--- config.mk ---
export PLATFORM = sky130hd
export DESIGN_NAME = booth_seq_ctrl
export DESIGN_NICKNAME = d
export VERILOG_FILES = /design/src/rtl/booth_seq_ctrl.sv
export SDC_FILE = /design/constraint.sdc
export NUM_CORES = 1
export LEC_CHECK = 0
export BUFFER_PORTS_ARGS = -buffer_cell sky130_fd_sc_hd__buf_4
export CAP_MARGIN = 20
export CORE_UTILIZATION = 56
export CTS_CLUSTER_SIZE = 28
export DETAILED_ROUTE_END_ITERATION = 7
export GPL_TIMING_DRIVEN = 0
export HOLD_SLACK_MARGIN = 0.05
export PLACE_DENSITY = 0.88
export SKIP_LAST_GASP = 1
export SLEW_MARGIN = 30
export SYNTH_ARGS = -nofsm -noshare
export SYNTH_HDL_FRONTEND = slang
export SYNTH_SLANG_ARGS = --single-unit
--- constraint.sdc ---
create_clock -name clk -period 3.2 [get_ports clk]
set_input_delay 0.8 -clock clk [delete_from_list [all_inputs] [get_ports clk]]
set_output_delay 0.8 -clock clk [all_outputs]
set_load 0.02 [all_outputs]
--- src/rtl/booth_seq_ctrl.sv ---
// Sequential radix-2 Booth multiplier: one recoding step per clock through a
// single (N+1)-bit add/subtract datapath, with an IDLE/CALC/DONE controller.
module booth_seq_ctrl #(
    parameter int N = 8
) (
    input  logic             clk,
    input  logic             rst,
    input  logic             start,
    input  logic [N-1:0]     multiplicand,
    input  logic [N-1:0]     multiplier,
    output logic             busy,
    output logic             done,
    output logic [2*N-1:0]   product
);

    localparam int CW = $clog2(N + 1);
    localparam logic [CW-1:0] CNT_INIT = CW'(N);
    localparam logic [CW-1:0] CNT_ONE  = CW'(1);

    typedef enum logic [1:0] {
        IDLE = 2'd0,
        CALC = 2'd1,
        DONE = 2'd2
    } state_t;

    state_t           state_q, state_d;
    logic [N:0]       a_q, a_d;
    logic [N-1:0]     q_q, q_d;
    logic             q1_q, q1_d;
    logic [N:0]       m_q, m_d;
    logic [CW-1:0]    cnt_q, cnt_d;
    logic [2*N-1:0]   product_q, product_d;
    logic             done_q, done_d;

    logic             op_en_s;
    logic             op_sub_s;
    logic [N:0]       operand_s;
    logic [N:0]       sum_s;
    logic [N:0]       a_new_s;

    // Booth recoding of {Q[0],Q_1} into the shared add/subtract datapath
    always_comb begin
        op_en_s  = 1'b0;
        op_sub_s = 1'b0;
        case ({q_q[0], q1_q})
            2'b01: begin
                op_en_s  = 1'b1;
                op_sub_s = 1'b0;
            end
            2'b10: begin
                op_en_s  = 1'b1;
                op_sub_s = 1'b1;
            end
            default: begin
                op_en_s  = 1'b0;
                op_sub_s = 1'b0;
            end
        endcase
        // Subtraction is A + ~M + 1, so one adder serves both directions.
        operand_s = op_sub_s ? ~m_q : m_q;
        sum_s     = a_q + operand_s + {{N{1'b0}}, op_sub_s};
        if (op_en_s) begin
            a_new_s = sum_s;
        end else begin
            a_new_s = a_q;
        end
    end

    // Controller next-state and register updates
    always_comb begin
        state_d   = state_q;
        a_d       = a_q;
        q_d       = q_q;
        q1_d      = q1_q;
        m_d       = m_q;
        cnt_d     = cnt_q;
        product_d = product_q;
        done_d    = 1'b0;
        case (state_q)
            IDLE: begin
                if (start) begin
                    m_d     = {multiplicand[N-1], multiplicand};
                    q_d     = multiplier;
                    a_d     = '0;
                    q1_d    = 1'b0;
                    cnt_d   = CNT_INIT;
                    state_d = CALC;
                end else begin
                    state_d = IDLE;
                end
            end
            CALC: begin
                {a_d, q_d, q1_d} = {a_new_s[N], a_new_s, q_q};
                cnt_d            = cnt_q - CNT_ONE;
                if (cnt_q == CNT_ONE) begin
                    state_d = DONE;
                end else begin
                    state_d = CALC;
                end
            end
            DONE: begin
                product_d = {a_q[N-1:0], q_q};
                done_d    = 1'b1;
                state_d   = IDLE;
            end
            default: begin
                state_d = IDLE;
            end
        endcase
    end

    // State and datapath registers
    always_ff @(posedge clk or posedge rst) begin
        if (rst) begin
            state_q   <= IDLE;
            a_q       <= '0;
            q_q       <= '0;
            q1_q      <= 1'b0;
            m_q       <= '0;
            cnt_q     <= '0;
            product_q <= '0;
            done_q    <= 1'b0;
        end else begin
            state_q   <= state_d;
            a_q       <= a_d;
            q_q       <= q_d;
            q1_q      <= q1_d;
            m_q       <= m_d;
            cnt_q     <= cnt_d;
            product_q <= product_d;
            done_q    <= done_d;
        end
    end

    assign busy    = (state_q != IDLE);
    assign done    = done_q;
    assign product = product_q;

endmodule
==> results of run 1 <==
## power groups by stage
stage / clock network, mW / logic (mW) / registers [mW]
3_3_place_gp: 0 / 1.79 / 1.08
6_report: 0.382 / 1.89 / 1.08
4_1_cts: 0.387 / 1.88 / 1.08
2_1_floorplan: 0 / 1.35 / 1.14
5_1_grt: 0.415 / 2.08 / 1.12
3_5_place_dp: 0 / 1.86 / 1.09
## path summary, 6_finish.rpt
kind | startpoint | depth (start not counted) | end | slack [ns]
min in group asynchronous | rst | 2 | m_q[5]$_DFFE_PP0P_ | 0.56
min | product[12]$_DFFE_PP0P_ | 2 | product[12]$_DFFE_PP0P_ | 0.48
min reg2reg | product[12]$_DFFE_PP0P_ | 2 | product[12]$_DFFE_PP0P_ | 0.48
max | q_q[0]$_DFFE_PP0P_ | 10 | a_q[5]$_DFFE_PP0P_ | 0.63
max reg2reg | q_q[0]$_DFFE_PP0P_ | 10 | a_q[5]$_DFFE_PP0P_ | 0.63
max in group asynchronous | rst | 2 | product[15]$_DFFE_PP0P_ | 2.26
## synthesized netlist by cell type (all sizes together) (3+ instances only)
master,n
a211oi,4
a21oi,6
a22oi,7
a31oi,3
buf,8
clkbuf,3
dfrtp,48
ha,10
inv,10
mux2,12
mux2i,4
nand2,42
nand2b,8
nand3,5
nor2,4
nor3,4
o211ai,3
o21ai,20
xnor2,3
xor2,7
## cell families after synthesis
| family | Yosys count |
|---|---|
| simple gates | 73 |
| compound gates | 57 |
| flops | 48 |
| buf+inv | 21 |
| mux | 16 |
| fa+ha+maj | 11 |
| xor+xnor | 10 |
## worst register-to-register path: cells and delay by family (launching register included)
family / cells / cell delay [ns]
AOI/OAI and AO/OA: 4 / 0.66
adders and majority gates: 2 / 0.67
buffers and inverters: 2 / 0.23
DFF: 1 / 0.42
muxes: 2 / 0.47
## metrics by stage
stage	util	setup WS, ns
2_1_floorplan	-	0.892
3_3_place_gp	0.681	0.679
3_5_place_dp	0.681	0.699
4_1_cts	0.705	0.611
5_1_grt	0.705	0.417
6_report	0.705	0.629
## cell type report
type | count | share of cell area
Sequential cell | 48 | 0.414
Multi-Input combinational cell | 167 | 0.400
Timing Repair Buffer | 36 | 0.0932
Clock buffer | 7 | 0.0332
Buffer | 11 | 0.0242
Tap cell | 50 | 0.0216
Inverter | 10 | 0.0138
## sequential cells by signal (all words and copies together) (netlist names)
signal   count
a_q          8
cnt_q        4
done         1
m_q          8
product     16
q1_q         1
q_q          8
state_q      2
## per-layer routing
| layer | vias up | global-route usage | wire, um |
|---|---|---|---|
| met3 | 6 | 0.0500 | 160 |
| met1 | 866 | 0.308 | 2220 |
| met4 | 0 | 0.0781 | 69 |
| li1 | 909 | - | - |
| met2 | 43 | 0.371 | 2250 |
| met5 | - | 0 | 0 |
==> impl_metrics.env, run 1 <==
export IMPL_status="complete, no violations"
export IMPL_grt_pass1_wl_mm=7.79
export IMPL_vias=1824
export IMPL_muxShareOfSynthArea=0.0725
export IMPL_cp_arrival_ns=2.75
export IMPL_drtAntennaViolNets=0
export IMPL_synth_cell_types=45
export IMPL_core_rowCount=23
export IMPL_drv_cap=0
export IMPL_core_um2=4120
export IMPL_synth_compound_area_frac=0.159
export IMPL_grt_overflow=0
export IMPL_fin_crit_ns=2.57
export IMPL_path_max_fanout=8
export IMPL_synthCells=236
export IMPL_crit_type="reg -> reg"
export IMPL_crit_chain="ha_1 -> buf_6 -> mux2i_2 -> inv_1 -> fa_1 -> a211oi_2 -> o21bai_1 -> a21oi_1 -> mux2i_1 -> a221oi_2"
export IMPL_relSlewSlack=0.622
export IMPL_start_util=0.600
export IMPL_hold_buffers=0
export IMPL_synth_seq_cells=48
export IMPL_path_clk_slew_ns=0.08
export IMPL_grt_usage=0.231
export IMPL_drt_iter0_drc=133
export IMPL_min_path_type="reg -> reg"
export IMPL_synth_fa_ha_area_frac=0.0588
export IMPL_cts_sinks=48
export IMPL_synth_top_area_frac=0.487
export IMPL_hold_viol=0
export IMPL_vias_per_cell=5.54
export IMPL_setup_tns_ns=0
export IMPL_critPathMaxStageDelay_ns=0.44
export IMPL_hold_ws_ns=0.484
export IMPL_placed_cell_area_um2=2800
export IMPL_design_portCount=37
export IMPL_syn_to_final_growth_pct=17.5
export IMPL_setup_viol=0
export IMPL_place_inst=322
export IMPL_drc=0
export IMPL_slew_violations=0
export IMPL_cts_tree="done"
export IMPL_netlist_area_um2=2470
export IMPL_synth_main_ff_cell="dfrtp_1"
export IMPL_slowest_stage="fa_1"
export IMPL_path_buf_inv=2
export IMPL_antenna_cells=0
export IMPL_final_area_um2=2900
export IMPL_cp_end_kind="flip-flop"
export IMPL_synth_simple_area_share=0.144
export IMPL_final_cells=329
export IMPL_hpwl_mm=3.40
export IMPL_p_leak_nw=1.43
export IMPL_cts_buffers=5
export IMPL_seqCellArea_um2=1200
export IMPL_synth_top_cell_by_area="dfrtp_1"
export IMPL_nets=309
export IMPL_clkPwrFrac=0.114
export IMPL_wire_per_inst_um=14.3
export IMPL_p_comb_frac=0.563
export IMPL_clock_fmax_mhz=389
export IMPL_p_int_mw=1.93
export IMPL_synth_enable_flop_cells=0
export IMPL_wirelength_mm=4.71
export IMPL_synthTopCellsByArea="dfrtp_1 49%, nand2_1 6.4%, mux2_2 5.5%"
export IMPL_first_pass_iters=4
export IMPL_clockBufferDepth=2
export IMPL_layout_commonest_cell="dfrtp_1"
export IMPL_avgSynthCellArea_um2=10.5
export IMPL_die_h_um=68.4
export IMPL_seqPwrFrac=0.323
export IMPL_cp_start_kind="flip-flop"
export IMPL_clk_latency_ns=0.30
export IMPL_cts_resized_gates=0
export IMPL_die_w_um=68.4
export IMPL_cts_root_buf="clkbuf_8"
export IMPL_synth_top_family_by_area="compound AO/OA/AOI/OAI gates"
export IMPL_worstPathRequired_ns=3.37
export IMPL_layout_drive_gt1_share=0.272
export IMPL_cts_htree_levels=2
export IMPL_final_cell_mix="48 x dfrtp_1, 42 x nand2_1, 38 x buf_4, 20 x o21ai_0, 12 x mux2_2"
export IMPL_p_sw_frac=0.424
export IMPL_power_density_nw_per_um2=1150
export IMPL_p_switching_mw=1.42
export IMPL_syn_nets=266
export IMPL_yosys_warnings=0
export IMPL_grt_max_degree=49
export IMPL_place_congestion=0.877
export IMPL_timing_final_crit_share=0.804
export IMPL_report_power_total_mw=3.35
export IMPL_post_cts_setup_buffers=0
export IMPL_synth_seq_area_share=0.487
export IMPL_skew_ns=0.00694
export IMPL_antenna_found_initial=0
export IMPL_vdd_ir_drop_max_mv=0.570
export IMPL_critical_path_top_delay_family="adder cells"
export IMPL_multiInputGateArea_um2=1160
export IMPL_fillerInstances=317
export IMPL_grt_pass1_vias=1732
export IMPL_rsz0062_at_grt="no"
export IMPL_port_buffer_count=36
export IMPL_dieArea_um2=4680
export IMPL_yosys_area_share_xor_xnor=0.0355
export IMPL_worstMarginPinSlew_ns=0.567
export IMPL_synthArstFlopShare=1.00
No activity file was read; power rests on OpenSTA's default activity.
==> run 2: changes to the inputs <==
- CORE_UTILIZATION: 56 -> 51
- PLACE_DENSITY: 0.88 -> 0.84
- clock period: 3.2 -> 2.21 ns (I/O delays scaled with it)
==> run 2 against run 1 <==
Via count up 6.0%. Combinational power rose by 63%. Largest power group unchanged. Critical path type unchanged. Critical endpoint unchanged. Sequential share of layout area is 1.5 points lower. Highest routed layer unchanged. Clock power rose by 40%. Sequential power increased by 46%. The run now ends with setup timing left.
==> impl_metrics.env, run 2 (synthesized netlist as in run 1, its figures left out) <==
export IMPL_timing_final_crit_share=1.02
export IMPL_pre_cts_ws_ns=-0.251
export IMPL_hold_viol=0
export IMPL_r2r_setup_slack_ns=-0.04
export IMPL_relSlewSlack=0.621
export IMPL_power_density_nw_per_um2=1730
export IMPL_cts_htree_levels=2
export IMPL_cp_end_kind="flip-flop"
export IMPL_clock_fmax_mhz=445
export IMPL_path_max_fanout=7
export IMPL_worst_r2r_cell_count=9
export IMPL_wire_per_inst_um=15.1
export IMPL_startpoint="q_q[0]$_DFFE_PP0P_"
export IMPL_fillerInstances=353
export IMPL_wirelength_mm=5.11
export IMPL_worstMarginPinSlew_ns=0.569
export IMPL_drv_cap=0
export IMPL_r2r_end="a_q[5]$_DFFE_PP0P_"
export IMPL_path_clk_slew_ns=0.08
export IMPL_slew_violations=0
export IMPL_placed_cell_area_um2=2820
export IMPL_vdd_ir_drop_max_mv=0.866
export IMPL_critical_path_top_delay_family="compound AO/OA/AOI/OAI gates"
export IMPL_nets=315
export IMPL_vias_per_cell=5.72
export IMPL_largest_reg_flops=16
export IMPL_final_area_um2=3010
export IMPL_fin_crit_ns=2.25
export IMPL_failed_checks="setup timing"
export IMPL_cts_buffers=5
export IMPL_drc=0
export IMPL_worstPathRequired_ns=2.39
export IMPL_timing_final_ws_setup_ns=-0.0387
export IMPL_grt_usage=0.217
export IMPL_min_path_type="in -> async"
export IMPL_cts_tree="done"
export IMPL_cp_arrival_ns=2.43
export IMPL_place_congestion=0.880
export IMPL_p_leak_nw=1.46
export IMPL_path_depth=9
export IMPL_cts_root_buf="clkbuf_8"
export IMPL_path_buf_inv=1
export IMPL_antenna_cells=0
export IMPL_layout_commonest_cell="dfrtp_1"
export IMPL_slowest_stage="dfrtp_1"
export IMPL_cp_start_kind="flip-flop"
export IMPL_dieArea_um2=5120
export IMPL_core_rowCount=24
export IMPL_port_buffer_count=36
export IMPL_die_w_um=71.6
export IMPL_drtAntennaViolNets=0
export IMPL_start_util=0.548
export IMPL_hold_buffers=0
export IMPL_grt_overflow=0
export IMPL_hpwl_mm=3.43
export IMPL_drt_iter0_drc=129
export IMPL_cp_endpoint="a_q[5]$_DFFE_PP0P_"
export IMPL_antenna_found_initial=0
export IMPL_hold_ws_ns=0.310
export IMPL_skew_ns=0.00568
export IMPL_clk_latency_ns=0.31
export IMPL_layout_drive_gt1_share=0.329
export IMPL_first_pass_iters=4
export IMPL_grt_pass1_wl_mm=8.47
export IMPL_crit_chain="ha_4 -> mux2i_4 -> inv_2 -> fa_2 -> a211oi_2 -> o21bai_1 -> a21oi_2 -> mux2i_1 -> a221oi_2"
export IMPL_design_portCount=37
export IMPL_die_h_um=71.6
export IMPL_status="finished with violations"
export IMPL_core_um2=4500
export IMPL_critPathMaxStageDelay_ns=0.43
export IMPL_setup_viol=2
export IMPL_crit_type="reg -> reg"
export IMPL_grt_max_degree=49
export IMPL_rsz0062_at_grt="yes"
export IMPL_cts_sinks=48
export IMPL_grt_pass1_vias=1835
export IMPL_syn_to_final_growth_pct=22.0
export IMPL_clockBufferDepth=2
export IMPL_worstReg2RegStart="q_q[0]$_DFFE_PP0P_"
export IMPL_vias=1933
export IMPL_final_cell_mix="48 x dfrtp_1, 45 x buf_4, 42 x nand2_1, 19 x o21ai_0, 12 x mux2_2"
==> run 2: cell count changes in the layout (fill, tap and decap cells not counted), sizes merged <==
cell and delta:
buf +6, clkbuf -1, clkinv +2
==> run 2: layout make-up <==
type | count | area, um2 | share of cell area
Multi-Input combinational cell | 167 | 1230 | 0.409
Sequential cell | 48 | 1200 | 0.399
Timing Repair Buffer | 43 | 323 | 0.107
Clock buffer | 6 | 82.6 | 0.0274
Tap cell | 52 | 65.1 | 0.0216
Buffer | 10 | 58.8 | 0.0195
Inverter | 10 | 40.0 | 0.0133
Clock inverter | 2 | 10.0 | 0.00332
==> run 2: metal layers <==
| metal | GRT usage | part of all wire | vias to the layer above |
|---|---|---|---|
| li1 | - | - | 921 |
| met5 | 0 | 0 | - |
| met4 | 0.0893 | 0.025 | 0 |
| met2 | 0.349 | 0.48 | 64 |
| met3 | 0.0464 | 0.052 | 14 |
| met1 | 0.288 | 0.44 | 934 |
==> run 2: stage by stage <==
stage                     TNS, ns  total power, mW  instances  utilization
after floorplan                 0             3.63        236            -
after global placement      -3.66             4.19        324        0.625
after detailed placement   -0.612             4.31        324        0.626
after CTS                  -0.106             5.00        337        0.659
after global routing       -0.304             5.58        338        0.669
final                     -0.0471             5.20        338        0.669
==> run 2: worst min path at each step <==
stage | from | end | slack (ns)
after floorplan | cnt_q[3]$_DFFE_PP0P_ | cnt_q[3]$_DFFE_PP0P_ | 0.45
after global placement | cnt_q[3]$_DFFE_PP0P_ | cnt_q[3]$_DFFE_PP0P_ | 0.46
after detailed placement | cnt_q[3]$_DFFE_PP0P_ | cnt_q[3]$_DFFE_PP0P_ | 0.47
after CTS | rst | m_q[0]$_DFFE_PP0P_ | 0.34
after global routing | rst | a_q[5]$_DFFE_PP0P_ | 0.36
final | rst | done$_DFF_PP0_ | 0.31
==> run 2: what timing repair did <==
action / CTS / global route
endpoints found under the setup margin: 5 / 4
resized for setup: 6 / 7
hold endpoints to repair: 0 / 0
setup buffers: 6 / 1
pin swaps: 8 / 8
==> run 2: where the power goes <==
| part | total, mW | switching (mW) | internal (mW) |
|---|---|---|---|
| Clock | 0.533 | 0.283 | 0.250 |
| Sequential | 1.58 | 0.316 | 1.27 |
| Combinational | 3.09 | 1.64 | 1.45 |
| Total | 5.20 | 2.24 | 2.96 |
